`src/rtl/apb_wr_master.sv`:
```
// APB3 write-only master: pulls {id, addr, data} requests from a FIFO, runs one
// SETUP/ACCESS transfer per request with a bounded wait, and returns an id/status response.
`timescale 1ns/1ps

module apb_wr_master #(
    parameter int ID_NUM      = 4,
    parameter int ADDR_W      = 12,
    parameter int DATA_W      = 32,
    parameter int TIMEOUT_CYC = 16
) (
    input  logic                             ACLK_i,
    input  logic                             ARESETn_i,
    input  logic                             fifo_rvld_i,
    output logic                             fifo_rrdy_o,
    input  logic [ID_NUM+ADDR_W+DATA_W-1:0]  fifo_rpayload_i,
    output logic [ADDR_W-1:0]                PADDR_o,
    output logic                             PSEL_o,
    output logic                             PENABLE_o,
    output logic                             PWRITE_o,
    output logic [DATA_W-1:0]                PWDATA_o,
    output logic [DATA_W/8-1:0]              PSTRB_o,
    input  logic                             PREADY_i,
    input  logic                             PSLVERR_i,
    output logic                             rsp_vld_o,
    input  logic                             rsp_rdy_i,
    output logic [ID_NUM-1:0]                rsp_id_o,
    output logic                             rsp_err_o
);

    localparam int                PAY_W         = ID_NUM + ADDR_W + DATA_W;
    localparam logic [7:0]        WAIT_LAST     = 8'(TIMEOUT_CYC - 1);
    localparam logic [ADDR_W-1:0] ADDR_LSB_MASK = ADDR_W'(2'd3);

    typedef enum logic [1:0] {
        ST_IDLE   = 2'd0,
        ST_SETUP  = 2'd1,
        ST_ACCESS = 2'd2,
        ST_RESP   = 2'd3
    } state_e;

    state_e              state_q, state_d;
    logic                rrdy_q, rrdy_d;
    logic                psel_q, psel_d;
    logic                penable_q, penable_d;
    logic                rsp_vld_q, rsp_vld_d;
    logic                rsp_err_q, rsp_err_d;
    logic [ID_NUM-1:0]   id_q, id_d;
    logic [ADDR_W-1:0]   addr_q, addr_d;
    logic [DATA_W-1:0]   data_q, data_d;
    logic [7:0]          wait_cnt_q, wait_cnt_d;

    logic [ID_NUM-1:0]   pay_id_s;
    logic [ADDR_W-1:0]   pay_addr_s;
    logic [DATA_W-1:0]   pay_data_s;

    assign pay_id_s   = fifo_rpayload_i[PAY_W-1 -: ID_NUM];
    assign pay_addr_s = fifo_rpayload_i[DATA_W +: ADDR_W];
    assign pay_data_s = fifo_rpayload_i[DATA_W-1:0];

    // Next-state and next-output logic for the transfer sequencer.
    always_comb begin
        state_d    = state_q;
        rrdy_d     = rrdy_q;
        psel_d     = psel_q;
        penable_d  = penable_q;
        rsp_vld_d  = rsp_vld_q;
        rsp_err_d  = rsp_err_q;
        id_d       = id_q;
        addr_d     = addr_q;
        data_d     = data_q;
        wait_cnt_d = wait_cnt_q;
        case (state_q)
            ST_IDLE: begin
                if (fifo_rvld_i) begin
                    state_d   = ST_SETUP;
                    rrdy_d    = 1'b0;
                    psel_d    = 1'b1;
                    penable_d = 1'b0;
                    rsp_err_d = 1'b0;
                    id_d      = pay_id_s;
                    addr_d    = pay_addr_s & ~ADDR_LSB_MASK;
                    data_d    = pay_data_s;
                end else begin
                    rrdy_d    = 1'b1;
                end
            end
            ST_SETUP: begin
                state_d    = ST_ACCESS;
                penable_d  = 1'b1;
                wait_cnt_d = 8'd0;
            end
            ST_ACCESS: begin
                // A ready slave wins over the timeout on the final allowed cycle.
                if (PREADY_i) begin
                    state_d   = ST_RESP;
                    psel_d    = 1'b0;
                    penable_d = 1'b0;
                    rsp_vld_d = 1'b1;
                    rsp_err_d = PSLVERR_i;
                end else if (wait_cnt_q == WAIT_LAST) begin
                    state_d   = ST_RESP;
                    psel_d    = 1'b0;
                    penable_d = 1'b0;
                    rsp_vld_d = 1'b1;
                    rsp_err_d = 1'b1;
                end else begin
                    wait_cnt_d = wait_cnt_q + 8'd1;
                end
            end
            ST_RESP: begin
                if (rsp_rdy_i) begin
                    state_d   = ST_IDLE;
                    rsp_vld_d = 1'b0;
                    rrdy_d    = 1'b1;
                end else begin
                    rsp_vld_d = 1'b1;
                end
            end
            default: begin
                state_d   = ST_IDLE;
                rrdy_d    = 1'b1;
                psel_d    = 1'b0;
                penable_d = 1'b0;
                rsp_vld_d = 1'b0;
            end
        endcase
    end

    // State and output registers; reset clears the bus and drops any transfer in flight.
    always_ff @(posedge ACLK_i or negedge ARESETn_i) begin
        if (!ARESETn_i) begin
            state_q    <= ST_IDLE;
            rrdy_q     <= 1'b1;
            psel_q     <= 1'b0;
            penable_q  <= 1'b0;
            rsp_vld_q  <= 1'b0;
            rsp_err_q  <= 1'b0;
            id_q       <= '0;
            addr_q     <= '0;
            data_q     <= '0;
            wait_cnt_q <= 8'd0;
        end else begin
            state_q    <= state_d;
            rrdy_q     <= rrdy_d;
            psel_q     <= psel_d;
            penable_q  <= penable_d;
            rsp_vld_q  <= rsp_vld_d;
            rsp_err_q  <= rsp_err_d;
            id_q       <= id_d;
            addr_q     <= addr_d;
            data_q     <= data_d;
            wait_cnt_q <= wait_cnt_d;
        end
    end

    // Ready is gated by reset so it reads 0 during reset yet allows a handshake
    // on the very first edge after release.
    assign fifo_rrdy_o = rrdy_q & ARESETn_i;
    assign PADDR_o     = addr_q;
    assign PWDATA_o    = data_q;
    assign PSEL_o      = psel_q;
    assign PENABLE_o   = penable_q;
    assign PWRITE_o    = 1'b1;
    assign PSTRB_o     = {(DATA_W/8){1'b1}};
    assign rsp_vld_o   = rsp_vld_q;
    assign rsp_id_o    = id_q;
    assign rsp_err_o   = rsp_err_q;

endmodule

```
`config.mk`:
```
export PLATFORM = sky130hd
export DESIGN_NAME = apb_wr_master
export DESIGN_NICKNAME = d
export VERILOG_FILES = /design/src/rtl/apb_wr_master.sv
export SDC_FILE = /design/constraint.sdc
export NUM_CORES = 1
export LEC_CHECK = 0
export BUFFER_PORTS_ARGS = -buffer_cell sky130_fd_sc_hd__clkbuf_2
export CAP_MARGIN = 40
export CORE_MARGIN = 5
export CORE_UTILIZATION = 45
export CTS_CLUSTER_DIAMETER = 200
export CTS_CLUSTER_SIZE = 24
export DETAILED_ROUTE_END_ITERATION = 10
export PLACE_DENSITY = 0.76
export SYNTH_ARGS = -nofsm -noshare
export SYNTH_HDL_FRONTEND = slang
export SYNTH_SLANG_ARGS = --single-unit
```
`constraint.sdc`:
```
create_clock -name ACLK_i -period 5.7 [get_ports ACLK_i]
set_clock_uncertainty 0.2 [all_clocks]
set_input_delay 0 -clock ACLK_i [delete_from_list [all_inputs] [get_ports ACLK_i]]
set_output_delay 0 -clock ACLK_i [all_outputs]
set_load 0.01 [all_outputs]
```
==> results by group <==
Clocking
  – Worst skew pair latency: 0.32 ns
  – Root Driver: clkbuf_8
  – # H-tree levels: 3
  – Post-CTS setup buffers: 0
  – Clock buffer depth: 2
  – CTS sink cnt: 61
  – CTS tree: yes
  – Worst-path clk slew: 0.07 ns
  – Total CTS buffers: 9

Synthesis
  – Cell taking the most area after synthesis: dfrtp_1
  – Number of flops mapped to enable cells by yosys: 0
  – Synth Instances: 189
  – Syn_area_per_cell: 13.8 sq um
  – Synth area leaders: dfrtp_1 (58%), mux2_2 (20%), ha_1 (2.9%)
  – Seq/Total Area, Yosys: 58.8%
  – Ys flop type: dfrtp_1
  – Cell area after synthesis: 2600 sq um
  – Flip-flop and latch count after synthesis: 61
  – Distinct cell type count after synthesis: 32
  – Most frequent cell after synthesis: dfrtp_1
  – Most common library cells after synthesis: dfrtp_1 (60), mux2_2 (46), nand2_1 (16), buf_4 (7), mux2i_1 (7)
  – FFs w/ async S/R, synth: 100%
  – Yosys warnings: 0
  – Share of Yosys cell area claimed by the top area cell type: 57.7%

Final layout
  – Layout cells sized above 1: 48.9%
  – Layout area overhead: 49.9%
  – Final layout net count: 407
  – Antenna fix cells: 0
  – Filler cells: 401

STA
  – Max Slew Vio Count: 0
  – Final min period: 2.19 ns
  – Max Fclk: 457 MHz
  – Final hold vios: 0
  – Worst slew margin: 49.4%
  – RSZ-0062 raised after global routing: no
  – Post-route setup TNS: 0 ns
  – Final worst slack: 3.51 ns
  – Final setup viols: 0
  – Worst Max-Slew Pin Slew: 0.760 ns
  – Final Cycle Share: 38.4%

Worst setup path
  – Worst-case reg-to-reg path depth: 5
  – Reg-to-reg setup timing slack: 3.51 ns
  – Reg-to-Reg End: PWDATA_o[19]
  – Reg-to-Reg Start: state_q[1]
  – Crit path kind: reg2reg
  – Critical Path RT: 5.70 ns
  – Crit path capture type: flip-flop
  – Crit start category: flip-flop
  – CP max FO: 25
  – CP arrival: 2.19 ns

Power
  – Total power draw: 1.93 mW
  – Pleak: 1.98 nW
  – P per Cell Area: 495 nW/um^2
  – Max VDD drop: 0.000277 V

Drt
  – Via/cell ratio: 4.82
  – DRT iter0 DRCs: 56
  – Routed Antenna Nets: 0
  – Drt drc: 0
  – Routed wire length: 6490 microns
  – Drt pass-1 iters: 4
  – Via count: 2043
  – Routed WL per cell: 15.3 microns

Global routing
  – Initial antenna violation count: 0
  – Largest net degree at the start of global routing: 63
  – Global-route wire length before repair: 11000 microns
  – Total track usage: 19.0%
  – GRT Residual Overflow: 0
  – Vias in the first global route: 2250

Floorplan
  – Ports: 112
  – Total core area: 5570 sq um
  – Initial Utilization: 46.6%
  – Die Area: 7400 sq um
  – Row count: 27
  – Die Width: 86.0 microns
  – Chip height: 86.0 microns

Job
  – Max cap viols: 0

Place
  – IO buf count: 102
  – Hpwl dp: 4070 microns
  – Pre-CTS setup slack: 3.48 ns
  – Gp weighted congestion: 0.744

Run status
  – Status: finished, final reports clean

Min path
  – Worst Hold Class: in2async
[per-layer routing]
metal  share of wire [%]  global-route usage, %  wire length (microns)  up-vias
li1                    -                      -                      -      961
met1                  38                   21.0                   2460      976
met2                  50                   32.1                   3250       91
met3                 9.8                   7.49                    637       15
met4                 2.4                   8.78                    153        0
met5                   0                      0                      0        -
[worst max-delay path, stage by stage (launching register included)]
cell and delay (ns):
dfrtp_1 0.40, inv_1 0.10, ha_1 0.27, nand2_2 0.48, buf_16 0.25, mux2_2 0.36
[metrics by stage]
stage	hold WS [ns]	utilization, %	std cells	cell area [sq um]
after CTS	0.197	69.9	424	3900
final	0.180	69.9	424	3900
after global routing	0.244	69.9	424	3900
after detailed placement	0.0119	56.9	357	3170
after floorplan	-0.496	-	194	2620
after global placement	0.0105	56.4	356	3140
[worst max-delay path by stage]
stage | from | endpoint | slack (ns) | cells after the start
finish | state_q[1] | PWDATA_o[19] | 3.51 | 5
global route | state_q[1] | PWDATA_o[19] | 3.41 | 5
CTS | state_q[0] | PWDATA_o[4] | 3.48 | 5
detailed placement | state_q[0] | PWDATA_o[9] | 3.48 | 5
global placement | state_q[1] | PWDATA_o[2] | 3.39 | 4
floorplan | state_q[0] | state_q[1] | 3.81 | 7
[final cells by class]
| class | instances | area (sq um) | area share [%] |
|---|---|---|---|
| timing repair buffer | 155 | 1060 | 27.1 |
| inverter | 6 | 22.5 | 0.578 |
| clock buffer | 11 | 141 | 3.63 |
| sequential | 61 | 1530 | 39.2 |
| clock inverter | 5 | 75.1 | 1.93 |
| multi-input combinational | 114 | 983 | 25.2 |
| tap | 72 | 90.1 | 2.31 |
[registers in the layout, indices dropped and copies added (netlist names)]
| register | count |
|---|---|
| state_q | 2 |
| PENABLE_o | 1 |
| PWDATA_o | 32 |
| PSEL_o | 1 |
| PADDR_o | 10 |
| rrdy_q | 1 |
| rsp_id_o | 4 |
| rsp_err_o | 1 |
| wait_cnt_q | 8 |
| rsp_vld_o | 1 |
[repair_timing]
action	CTS	global route
resized for setup	0	0
endpoints found under the hold margin	114	0
hold buffers	51	0
setup endpoints to repair	0	0
[power by group]
part	total [mW]	switching, mW	leakage, nW	internal, mW
Sequential	0.749	0.114	0.736	0.635
Clock	0.416	0.160	0.113	0.256
Combinational	0.763	0.366	1.13	0.397
[cell usage in the layout (no fill, tap or decap), types with 4 or more instances in the layout]
cell	instances
mux2_2	46
dlygate4sd3_1	51
dfrtp_1	60
ha_1	6
nand2_1	15
inv_1	6
clkbuf_8	10
conb_1	7
o21ai_0	4
nand3_1	4
clkbuf_2	102
mux2i_1	7
[cells by family (layout without fill, tap and decap cells)]
family,count (synthesis),count (layout),synth area share [%]
compound gates,15,15,3.95
fa+ha+maj,6,6,2.89
buf+inv,19,177,4.23
flops,61,61,58.8
mux,54,54,23.2
other cells,2,7,0.289
simple gates,32,32,6.69
(Power assumes the default switching activity.)
